--- config.mk ---
export PLATFORM = sky130hd
export DESIGN_NAME = syn_hex_led_ctrl
export DESIGN_NICKNAME = d
export VERILOG_FILES = /design/src/rtl/syn_hex_led_ctrl.sv
export SDC_FILE = /design/constraint.sdc
export NUM_CORES = 1
export LEC_CHECK = 0
export CAP_MARGIN = 20
export CORE_UTILIZATION = 30
export CTS_CLUSTER_SIZE = 14
export DETAILED_ROUTE_END_ITERATION = 12
export DONT_BUFFER_PORTS = 1
export GPL_ROUTABILITY_DRIVEN = 0
export MAX_ROUTING_LAYER = met4
export PLACE_DENSITY = 0.52
export SYNTH_ARGS = -nofsm -noshare
export SYNTH_HDL_FRONTEND = slang
export SYNTH_SLANG_ARGS = --single-unit
--- constraint.sdc ---
create_clock -name clk -period 4.4 [get_ports clk]
set_input_delay 0.88 -clock clk [delete_from_list [all_inputs] [get_ports clk]]
set_output_delay 0.88 -clock clk [all_outputs]
set_load 0.01 [all_outputs]
--- src/rtl/syn_hex_led_ctrl.sv ---
// Local-bus slave driving the DE1 HEX0..3 digits, LEDR and LEDG with a reset-status overlay.
// Optional digit blinking is compiled in with SYN_HEX_BLINK_EN.
module syn_hex_led_ctrl #(
  parameter int P_LB_DWIDTH = 32,
  parameter int P_LB_AWIDTH = 16,
  parameter int P_BLINK_DIV = 25000000
) (
  input  logic                   clk,
  input  logic                   rst,
  input  logic                   lb_wr_en,
  input  logic                   lb_rd_en,
  input  logic [P_LB_AWIDTH-1:0] lb_addr,
  input  logic [P_LB_DWIDTH-1:0] lb_wr_data,
  output logic [P_LB_DWIDTH-1:0] lb_rd_data,
  output logic                   lb_rd_valid,
  input  logic [2:0]             rst_status,
  output logic [6:0]             hex0,
  output logic [6:0]             hex1,
  output logic [6:0]             hex2,
  output logic [6:0]             hex3,
  output logic [9:0]             ledr,
  output logic [7:0]             ledg
);

  function automatic logic [6:0] seg7(input logic [3:0] n);
    case (n)
      4'h0: seg7 = 7'h40; 4'h1: seg7 = 7'h79; 4'h2: seg7 = 7'h24; 4'h3: seg7 = 7'h30;
      4'h4: seg7 = 7'h19; 4'h5: seg7 = 7'h12; 4'h6: seg7 = 7'h02; 4'h7: seg7 = 7'h78;
      4'h8: seg7 = 7'h00; 4'h9: seg7 = 7'h10; 4'hA: seg7 = 7'h08; 4'hB: seg7 = 7'h03;
      4'hC: seg7 = 7'h46; 4'hD: seg7 = 7'h21; 4'hE: seg7 = 7'h06; default: seg7 = 7'h0E;
    endcase
  endfunction

  logic                   mapped;
  logic [2:0]             a;
  logic [15:0]            hex_val_q, hex_val_d;
  logic [3:0]             en_q, en_d;
  logic [3:0]             mask_q;
  logic [3:0]             blank;
  logic [6:0]             ledr_q, ledr_d;
  logic [7:0]             ledg_q, ledg_d;
  logic [P_LB_DWIDTH-1:0] rd_mux, rd_data_q;
  logic                   rd_valid_q;
  logic [3:0][6:0]        hex_q, hex_d;
  logic [9:0]             ledr_out_q;
  logic [7:0]             ledg_out_q;
  logic                   unused_ok;

  assign unused_ok = ^lb_wr_data;
  assign mapped    = (lb_addr[P_LB_AWIDTH-1:3] == '0);
  assign a         = lb_addr[2:0];

`ifdef SYN_HEX_BLINK_EN
  localparam int CW = $clog2(P_BLINK_DIV);
  logic [CW-1:0] cnt_q, cnt_d;
  logic          phase_q, phase_d;
  logic [3:0]    mask_d;

  always_comb begin
    cnt_d   = cnt_q + 1'b1;
    phase_d = phase_q;
    if (cnt_q == CW'(P_BLINK_DIV - 1)) begin
      cnt_d   = '0;
      phase_d = ~phase_q;
    end
  end

  always_ff @(posedge clk) begin
    if (rst) begin
      cnt_q   <= '0;
      phase_q <= 1'b0;
      mask_q  <= '0;
    end else begin
      cnt_q   <= cnt_d;
      phase_q <= phase_d;
      mask_q  <= mask_d;
    end
  end

  assign blank = mask_q & {4{phase_q}};
`else
  assign mask_q = '0;
  assign blank  = '0;
`endif

  always_comb begin
    hex_val_d = hex_val_q;
    en_d      = en_q;
    ledr_d    = ledr_q;
    ledg_d    = ledg_q;
`ifdef SYN_HEX_BLINK_EN
    mask_d    = mask_q;
`endif
    if (lb_wr_en && mapped) begin
      case (a)
        3'd0: hex_val_d = lb_wr_data[15:0];
        3'd1: begin
          en_d = lb_wr_data[3:0];
`ifdef SYN_HEX_BLINK_EN
          mask_d = lb_wr_data[7:4];
`endif
        end
        3'd2: ledr_d = lb_wr_data[6:0];
        3'd3: ledg_d = lb_wr_data[7:0];
        default: ;
      endcase
    end
  end

  // Read mux sees current registers, so a same-cycle write returns the old value.
  always_comb begin
    rd_mux = '0;
    if (mapped) begin
      case (a)
        3'd0: rd_mux[15:0] = hex_val_q;
        3'd1: rd_mux[7:0]  = {mask_q, en_q};
        3'd2: rd_mux[6:0]  = ledr_q;
        3'd3: rd_mux[7:0]  = ledg_q;
        3'd4: begin
          rd_mux[2:0]  = ~rst_status;
          rd_mux[15:8] = 8'h5A;
        end
        default: ;
      endcase
    end
  end

  always_comb begin
    for (int i = 0; i < 4; i++)
      hex_d[i] = (en_q[i] && !blank[i]) ? seg7(hex_val_q[4*i +: 4]) : 7'h7F;
  end

  always_ff @(posedge clk) begin
    if (rst) begin
      hex_val_q  <= '0;
      en_q       <= '0;
      ledr_q     <= '0;
      ledg_q     <= '0;
      rd_data_q  <= '0;
      rd_valid_q <= 1'b0;
      hex_q      <= {4{7'h7F}};
      ledr_out_q <= '0;
      ledg_out_q <= '0;
    end else begin
      hex_val_q  <= hex_val_d;
      en_q       <= en_d;
      ledr_q     <= ledr_d;
      ledg_q     <= ledg_d;
      rd_valid_q <= lb_rd_en;
      rd_data_q  <= lb_rd_en ? rd_mux : '0;
      hex_q      <= hex_d;
      ledr_out_q <= {~rst_status, ledr_q};
      ledg_out_q <= ledg_q;
    end
  end

  assign lb_rd_data  = rd_data_q;
  assign lb_rd_valid = rd_valid_q;
  assign hex0        = hex_q[0];
  assign hex1        = hex_q[1];
  assign hex2        = hex_q[2];
  assign hex3        = hex_q[3];
  assign ledr        = ledr_out_q;
  assign ledg        = ledg_out_q;

endmodule

==> results of run 1 <==
area by class of cell:
cell class / instances / share of cell area [%]
flip-flops and latches: 98 / 41.4
inverters: 25 / 1.98
multi-input cells: 300 / 44.9
well taps: 180 / 4.75
repair buffers: 3 / 0.475
clock buffers: 9 / 4.75
clock inverters: 7 / 1.77
sequential cells by signal (all words and copies together), names as in the netlist:
signal	count
ledr_q	7
en_q	4
ledg	8
hex3	7
ledr	10
hex_val_q	16
hex2	7
hex0	7
ledg_q	8
hex1	7
lb_rd_valid	1
lb_rd_data	16
worst max-delay path, cell delays in order:
cell     delay (ps)
nor4_4          280
and4_1          760
nand2_1         470
nor4b_1         390
final timing paths:
| path | to | depth (start not counted) | slack (ps) | startpoint |
|---|---|---|---|---|
| max | lb_rd_data[15]$_SDFF_PP0_ | 4 | 1850 | lb_addr[5] |
| min | ledr[6]$_SDFF_PP0_ | 2 | 470 | ledr_q[6]$_SDFFE_PP0P_ |
| max reg2reg | hex1[3]$_SDFF_PP1_ | 5 | 2570 | hex_val_q[5]$_SDFFE_PP0P_ |
| min reg2reg | ledr[6]$_SDFF_PP0_ | 2 | 470 | ledr_q[6]$_SDFFE_PP0P_ |
synth_stat cells (2+ instances only):
cell type | count | area share (%)
dfxtp_1 | 98 | 44
o21ai_0 | 34 | 3.9
nand2b_1 | 26 | 3.7
inv_1 | 25 | 2.1
nand2_1 | 25 | 2.1
ha_1 | 24 | 6.8
mux2i_1 | 22 | 5.0
clkbuf_1 | 21 | 1.8
a21oi_1 | 19 | 2.2
buf_4 | 19 | 3.2
nor2_1 | 18 | 1.5
nand4_1 | 16 | 2.3
nor2b_1 | 16 | 2.3
o211ai_1 | 15 | 2.5
o21ai_1 | 8 | 0.91
o311ai_0 | 6 | 1.2
buf_2 | 5 | 0.57
mux4_2 | 5 | 2.5
nor3_1 | 5 | 0.57
a31oi_1 | 4 | 0.57
mux2_2 | 4 | 1.0
o22a_1 | 4 | 0.79
a21o_1 | 3 | 0.51
a221o_1 | 3 | 0.68
a22oi_1 | 3 | 0.51
buf_6 | 3 | 0.76
nor4_2 | 3 | 0.85
or2_2 | 3 | 0.42
buf_1 | 2 | 0.17
nand3_1 | 2 | 0.23
nand3b_1 | 2 | 0.34
nor3b_1 | 2 | 0.34
nor4_4 | 2 | 0.96
o21a_1 | 2 | 0.34
or2_1 | 2 | 0.28
cells by family after synthesis:
family                     share of synthesized area (%)
and+or+nand+nor                                     17.5
AOI/OAI and AO/OA                                   14.0
DFF                                                 44.4
buffers and inverters                               8.64
muxes                                               8.55
adders and majority gates                           6.80
other                                             0.0849
metrics by stage:
step | area [µm²] | hold WS [ps] | power (mW)
global route | 4740 | 493 | 1.81
CTS | 4740 | 486 | 1.77
finish | 4740 | 474 | 1.74
floorplan | 4480 | 431 | 0.962
detailed placement | 4440 | 469 | 0.946
global placement | 4440 | 453 | 0.946
report_power, final:
part / internal [mW] / switching [mW]
Clock: 0.453 / 0.366
Sequential: 0.888 / 0.00175
Combinational: 0.0128 / 0.0229
per-layer routing:
metal | part of all wire (%) | track usage [%]
met1 | 42 | 16.6
met2 | 50 | 24.7
met5 | 0 | -
met3 | 6.7 | 4.80
met4 | 1.2 | 6.10
==> impl_metrics.json, run 1 <==
{
  "grt_antenna_before_repair": 0,
  "worstPathRequired_ps": 4650,
  "nNetsFinal": 516,
  "wl_per_cell_um": 17.3,
  "port_buffers": 0,
  "timing.setup.tns_ps": 0,
  "fin_skew_ps": 6.58,
  "core_um2": 14100,
  "worst_pin_slew_ps": 821,
  "worst-path-max-fanout": 19,
  "dieArea_um2": 15200,
  "final_max_slew_viol_count": 0,
  "placementRows": 43,
  "synth_ff_type": "dfxtp_1",
  "placed_cells": 606,
  "drive_gt1_share_pct": 8.82,
  "cp-end-kind": "register",
  "clock_latency_ps": 350,
  "final_cells": 622,
  "grt_max_degree": 48,
  "finalCritPeriodShare_pct": 57.8,
  "fmax_mhz": 393,
  "clk_path_buf_depth": 2,
  "firstDrtPassIters": 5,
  "cts_tree": "done",
  "h-tree-depth": 3,
  "final_util_pct": 33.5,
  "final_common_cell": "dfxtp_1",
  "pre_cts_ws_ps": 1450,
  "vias": 3100,
  "clkTransAtPathRegs_ps": 70,
  "syn-cell-area_um2": 4420,
  "avgViaCountPerCell": 4.98,
  "yosysWarnings": 0,
  "routed_wl_mm": 10.7,
  "seq_area_um2": 1960,
  "power_density_nw_per_um2": 368,
  "layout_setup_ws_ps": 1850,
  "synthArstFlopShare_pct": 0,
  "fillers": 1449,
  "cts_made_buffers": 9,
  "cts.sinks": 98,
  "synth_area_per_cell_um2": 9.65,
  "slew_headroom_pct": 45.2,
  "hold_buffers": 0,
  "setup_viol_count_final": 0,
  "grt_pass1_vias": 3026,
  "outcome": "completed",
  "cts_root_buffer": "clkbuf_16",
  "area_growth_pct": 7.36,
  "dr.first_iter.drc_count": 202,
  "synthCells": 458,
  "die_y_um": 123,
  "drc": 0,
  "ios": 134,
  "dp_hpwl_mm": 7.68,
  "layout_min_cycle_time_ps": 2550,
  "drv_cap": 0,
  "n_antenna_cell": 0,
  "multi_input_area_um2": 2130,
  "worstSetupPathType": "in2reg",
  "p_leak_nw": 1.63,
  "hold_viol": 0,
  "post-cts-setup-buffers": 0,
  "synth-seq-area-share_pct": 44.4,
  "grt-ovfl-total": 0,
  "detail-route-antenna-nets": 0,
  "start_kind": "input port",
  "grt_usage_pct": 14.9,
  "ys_types": 42,
  "ys_seq_elements": 98,
  "cp.arrival_ps": 2790,
  "die_width_um": 123,
  "cts_resized": 0,
  "grt_first_pass_wirelength_mm": 16.0,
  "layout_common_cells": "dfxtp_1 (98), o21ai_0 (34), nand2b_1 (26)",
  "synth_edf_count": 0,
  "ir_worst_vdd_mv": 0.165,
  "rsz0062_at_grt": "false",
  "holdCritPathClass": "reg2reg",
  "start_util_pct": 31.2
}
(Power assumes the default switching activity.)
==> run 2, diff against run 1 <==
--- a/config.mk
+++ b/config.mk
@@ -12,7 +12,7 @@
 export DONT_BUFFER_PORTS = 1
 export GPL_ROUTABILITY_DRIVEN = 0
 export MAX_ROUTING_LAYER = met4
-export PLACE_DENSITY = 0.52
+export PLACE_DENSITY = 0.53
 export SYNTH_ARGS = -nofsm -noshare
 export SYNTH_HDL_FRONTEND = slang
 export SYNTH_SLANG_ARGS = --single-unit
==> constraint.sdc (replaced) <==
create_clock -name clk -period 2.3 [get_ports clk]
set_input_delay 0.46 -clock clk [delete_from_list [all_inputs] [get_ports clk]]
set_output_delay 0.46 -clock clk [all_outputs]
set_load 0.01 [all_outputs]
==> impl_metrics.json, run 2 (synthesis results as in run 1) <==
{
  "die_width_um": 123,
  "p_total_mw": 3.32,
  "grt_max_degree": 48,
  "cp_top_family": "flip-flops",
  "clkPwrFrac_pct": 46.6,
  "layout_common_cells": "dfxtp_1 (98), o21ai_0 (34), nand2b_1 (26)",
  "holdCritPathClass": "in2reg",
  "cpMostUsedCell": "inv_1",
  "clock_latency_ps": 350,
  "route.met3.wl_um": 806,
  "wl_per_cell_um": 16.9,
  "cp.arrival_ps": 2080,
  "layout_min_cycle_time_ps": 1840,
  "drv_cap": 0,
  "seq_power_share_pct": 51.3,
  "cts_made_buffers": 9,
  "cp-end-kind": "register",
  "worstSetupPathType": "reg2reg",
  "area_growth_pct": 8.15,
  "drive_gt1_share_pct": 9.84,
  "port_buffers": 0,
  "ios": 134,
  "cts_tree": "done",
  "fin_skew_ps": 5.54,
  "clk_path_buf_depth": 2,
  "routed_wl_mm": 10.6,
  "outcome": "completed",
  "topRoutingLayerUsed": "met4",
  "wl_met2_mm": 5.36,
  "ff2ff_path_depth": 5,
  "n_antenna_cell": 0,
  "rsz0062_at_grt": "false",
  "min-delay-start": "rst_status[2]",
  "min_to": "ledr[9]$_SDFF_PP0_",
  "grt_first_pass_wirelength_mm": 16.3,
  "cts_root_buffer": "clkbuf_16",
  "hold_viol": 0,
  "grt_usage_pct": 14.9,
  "die_y_um": 123,
  "worst-path-max-fanout": 6,
  "setup_viol_count_final": 0,
  "ir_worst_vdd_mv": 0.328,
  "drc": 0,
  "cp.buffers_inverters": 2,
  "placementRows": 43,
  "core_um2": 14100,
  "nNetsFinal": 521,
  "switching_share_pct": 22.0,
  "grt-ovfl-total": 0,
  "grt_antenna_before_repair": 0,
  "dieArea_um2": 15200,
  "slew_headroom_pct": 41.5,
  "reg2reg_slack_ps": 460,
  "firstDrtPassIters": 5,
  "cts_resized": 0,
  "start_util_pct": 31.2,
  "h-tree-depth": 3,
  "hold_buffers": 0,
  "r2r_start": "hex_val_q[4]$_SDFFE_PP0P_",
  "detail-route-antenna-nets": 0,
  "final_common_cell": "dfxtp_1",
  "crit_slowest_cell": "dfxtp_1",
  "start_kind": "register",
  "grt_pass1_vias": 3101,
  "final_max_slew_viol_count": 0,
  "finalCritPeriodShare_pct": 80.0,
  "worstPathRequired_ps": 2540,
  "cpPeakStageDelay_ps": 470,
  "cts.sinks": 98,
  "avgViaCountPerCell": 4.98,
  "p_leak_nw": 1.66,
  "post-cts-setup-buffers": 0,
  "p_comb_share_pct": 2.1,
  "wl_met1_mm": 4.34,
  "vias": 3123,
  "clkTransAtPathRegs_ps": 70,
  "p_sw_mw": 0.731,
  "p_int_mw": 2.59,
  "crit_chain": "inv_1 > ha_1 > inv_1 > mux4_2 > or2_2",
  "fmax_mhz": 544,
  "whs_path_depth": 1,
  "dr.first_iter.drc_count": 195,
  "power_density_nw_per_um2": 694,
  "worst_pin_slew_ps": 877,
  "reg2reg_to": "hex1[3]$_SDFF_PP1_",
  "dp_hpwl_mm": 7.81,
  "timing.setup.tns_ps": 0
}
[run 2: cell type report]
| cell class | instances | area, µm² |
|---|---|---|
| repair buffers | 8 | 60.1 |
| fillers | 1417 | 9370 |
| multi-input cells | 300 | 2130 |
| inverters | 25 | 93.8 |
| well taps | 180 | 225 |
| clock inverters | 7 | 81.3 |
| clock buffers | 9 | 225 |
| flip-flops and latches | 98 | 1960 |
[run 2: worst max-delay path by stage]
stage,endpoint,cells after the start,from,slack (ps)
3_5_place_dp,en_q[3]$_SDFFE_PP0P_,5,lb_addr[5],390
3_3_place_gp,en_q[3]$_SDFFE_PP0P_,5,lb_addr[5],400
2_1_floorplan,hex1[3]$_SDFF_PP1_,5,hex_val_q[4]$_SDFFE_PP0P_,670
4_1_cts,hex1[3]$_SDFF_PP1_,5,hex_val_q[4]$_SDFFE_PP0P_,460
5_1_grt,hex1[3]$_SDFF_PP1_,5,hex_val_q[4]$_SDFFE_PP0P_,330
6_report,hex1[3]$_SDFF_PP1_,5,hex_val_q[4]$_SDFFE_PP0P_,460
[run 2: power by group through the flow]
stage	clock network, mW	registers (mW)	logic [mW]
after CTS	1.60	1.70	0.0711
after global placement	0	1.74	0.0700
after detailed placement	0	1.74	0.0708
final	1.55	1.70	0.0711
after floorplan	0	1.74	0.0990
after global routing	1.65	1.70	0.0775
[run 2: worst register-to-register path, delay by kind of cell (launching register included)]
family	cells	cell delay, ps
adders and majority gates	1	330
buffers and inverters	2	210
DFF	1	470
muxes	1	440
and+or+nand+nor	1	280
[run 2: layer usage]
layer / global-route usage, % / vias to the layer above
li1: - / 1528
met1: 16.7 / 1496
met2: 24.5 / 90
met3: 5.30 / 9
met4: 5.35 / 0
met5: - / -
[run 2: metrics by stage]
stage / utilization (%) / cell area, µm² / hold slack [ps] / instances / worst slack [ps]
after detailed placement: 31.6 / 4470 / 461 / 611 / 386
after global placement: 31.6 / 4470 / 455 / 611 / 400
after CTS: 33.8 / 4780 / 156 / 627 / 459
after global routing: 33.8 / 4780 / 154 / 627 / 330
final: 33.8 / 4780 / 179 / 627 / 461
after floorplan: - / 4480 / 431 / 473 / 667
==> run 3, diff against run 2 <==
==> constraint.sdc (replaced) <==
create_clock -name clk -period 1.5 [get_ports clk]
set_input_delay 0.3 -clock clk [delete_from_list [all_inputs] [get_ports clk]]
set_output_delay 0.3 -clock clk [all_outputs]
set_load 0.01 [all_outputs]
==> impl_metrics.json, run 3 (synthesis results as in run 1) <==
{
  "cts_root_buffer": "clkbuf_16",
  "crit_chain": "buf_4 > ha_1 > mux4_2 > or2_4",
  "core_um2": 14100,
  "fin_skew_ps": 11.3,
  "n_antenna_cell": 0,
  "cp-end-kind": "register",
  "clock_latency_ps": 360,
  "wl_per_cell_um": 16.5,
  "worstSetupPathType": "reg2reg",
  "final_cells": 679,
  "worst-path-max-fanout": 4,
  "dp_hpwl_mm": 8.07,
  "cts_made_buffers": 9,
  "grt_pass1_vias": 3192,
  "layout_setup_ws_ps": -12.9,
  "placed_cells": 656,
  "clkPwrFrac_pct": 46.5,
  "clk_path_buf_depth": 2,
  "drc": 0,
  "p_leak_nw": 1.93,
  "h-tree-depth": 3,
  "switching_share_pct": 22.3,
  "dieArea_um2": 15200,
  "finalCritPeriodShare_pct": 101,
  "start_util_pct": 31.2,
  "drv_cap": 0,
  "final_common_cell": "dfxtp_1",
  "area_growth_pct": 19.0,
  "grt_first_pass_wirelength_mm": 16.5,
  "cpPeakStageDelay_ps": 460,
  "layout_min_cycle_time_ps": 1510,
  "grt_max_degree": 48,
  "p_sw_mw": 1.14,
  "setup_viol_count_final": 2,
  "worstPathRequired_ps": 1740,
  "port_buffers": 0,
  "cp.buffers_inverters": 1,
  "cp_top_family": "multiplexers",
  "die_width_um": 123,
  "dr.first_iter.drc_count": 193,
  "ios": 134,
  "drive_gt1_share_pct": 21.8,
  "cp.arrival_ps": 1750,
  "reg2reg_slack_ps": -10,
  "final_max_slew_viol_count": 0,
  "p_int_mw": 3.95,
  "holdCritPathClass": "in2reg",
  "worst_pin_slew_ps": 515,
  "power_density_nw_per_um2": 969,
  "start_kind": "register",
  "die_y_um": 123,
  "place_area_um2": 4880,
  "violations": "negative setup slack",
  "placementRows": 43,
  "finalInstanceArea_um2": 5260,
  "hold_ws_ps": 11.2,
  "grt-ovfl-total": 0,
  "ir_worst_vdd_mv": 0.614,
  "detail-route-antenna-nets": 0,
  "layout_common_cells": "dfxtp_1 (92), buf_4 (55), o21ai_0 (34)",
  "cts_tree": "done",
  "clkTransAtPathRegs_ps": 70,
  "hold_viol": 0,
  "fillers": 1438,
  "slew_headroom_pct": 65.6,
  "seq_power_share_pct": 51.0,
  "rsz0062_at_grt": "true",
  "timing.setup.tns_ps": -13.3,
  "p_comb_share_pct": 2.5,
  "grt_usage_pct": 15.1,
  "vias": 3271,
  "avgViaCountPerCell": 4.82,
  "crit_slowest_cell": "mux4_2",
  "fmax_mhz": 661,
  "routed_wl_mm": 11.2,
  "nNetsFinal": 573,
  "pre_cts_ws_ps": -78.0,
  "grt_antenna_before_repair": 0,
  "cts.sinks": 98,
  "firstDrtPassIters": 4,
  "outcome": "complete, but fails checks"
}
-- run 3: cell types whose count changed in the layout (fill, tap and decap cells not counted), moves of 3 or more --
cell           delta
or2_4             +3
inv_1             -9
dfxtp_4           +6
inv_2             +4
ha_1              -3
buf_4            +47
or2_2             -3
ha_4              +3
inv_4             +4
dfxtp_1           -6
dlygate4sd3_1     +5
-- run 3: layout make-up --
| class | instances | area [µm²] | share of cell area (%) |
|---|---|---|---|
| Clock buffer | 9 | 225 | 4.28 |
| Sequential cell | 98 | 1980 | 37.7 |
| Multi-Input combinational cell | 300 | 2180 | 41.4 |
| Timing Repair Buffer | 60 | 463 | 8.81 |
| Inverter | 25 | 109 | 2.07 |
| Clock inverter | 7 | 73.8 | 1.40 |
| Tap cell | 180 | 225 | 4.28 |
-- run 3: per-stage QoR --
step / total power [mW] / utilization (%)
2_1_floorplan: 2.81 / -
3_3_place_gp: 2.77 / 34.5
3_5_place_dp: 2.77 / 34.5
4_1_cts: 5.14 / 36.9
5_1_grt: 5.28 / 37.2
6_report: 5.09 / 37.2
-- run 3: timing repair --
action                                  in CTS  in global routing
hold buffers                                 2                  3
pin swaps                                    0                  1
endpoints found under the hold margin        6                  2
endpoints found under the setup margin       3                  3
resized for setup                            6                  1
setup buffers                                1                  1
-- run 3: path summary, 6_finish.rpt --
| kind | start | endpoint | cells past startpoint |
|---|---|---|---|
| setup / recovery | hex_val_q[4]$_SDFFE_PP0P_ | hex1[3]$_SDFF_PP1_ | 4 |
| hold / removal | rst_status[1] | ledr[8]$_SDFF_PP0_ | 1 |
| setup reg to reg | hex_val_q[4]$_SDFFE_PP0P_ | hex1[3]$_SDFF_PP1_ | 4 |
| hold reg to reg | ledr_q[5]$_SDFFE_PP0P_ | ledr[5]$_SDFF_PP0_ | 2 |
-- run 3: worst reg2reg max path: stages (launching register included) --
cell and delay (ps):
dfxtp_4 370, buf_4 140, ha_1 210, mux4_2 460, or2_4 230
-- run 3: routing by layer --
layer  up-vias  global-route usage [%]  wire [µm]
met2       108                    23.8       5220
met5         -                       -          0
met1      1524                    18.0       4970
met3        14                    4.38        797
met4         0                    6.55        184
li1       1625                       -          -
-- run 3: power groups by stage --
stage	sequential [mW]	clock, mW	combinational [mW]
final	2.60	2.37	0.126
after floorplan	2.66	0	0.152
after global routing	2.60	2.54	0.136
after CTS	2.60	2.43	0.115
after detailed placement	2.66	0	0.111
after global placement	2.66	0	0.110
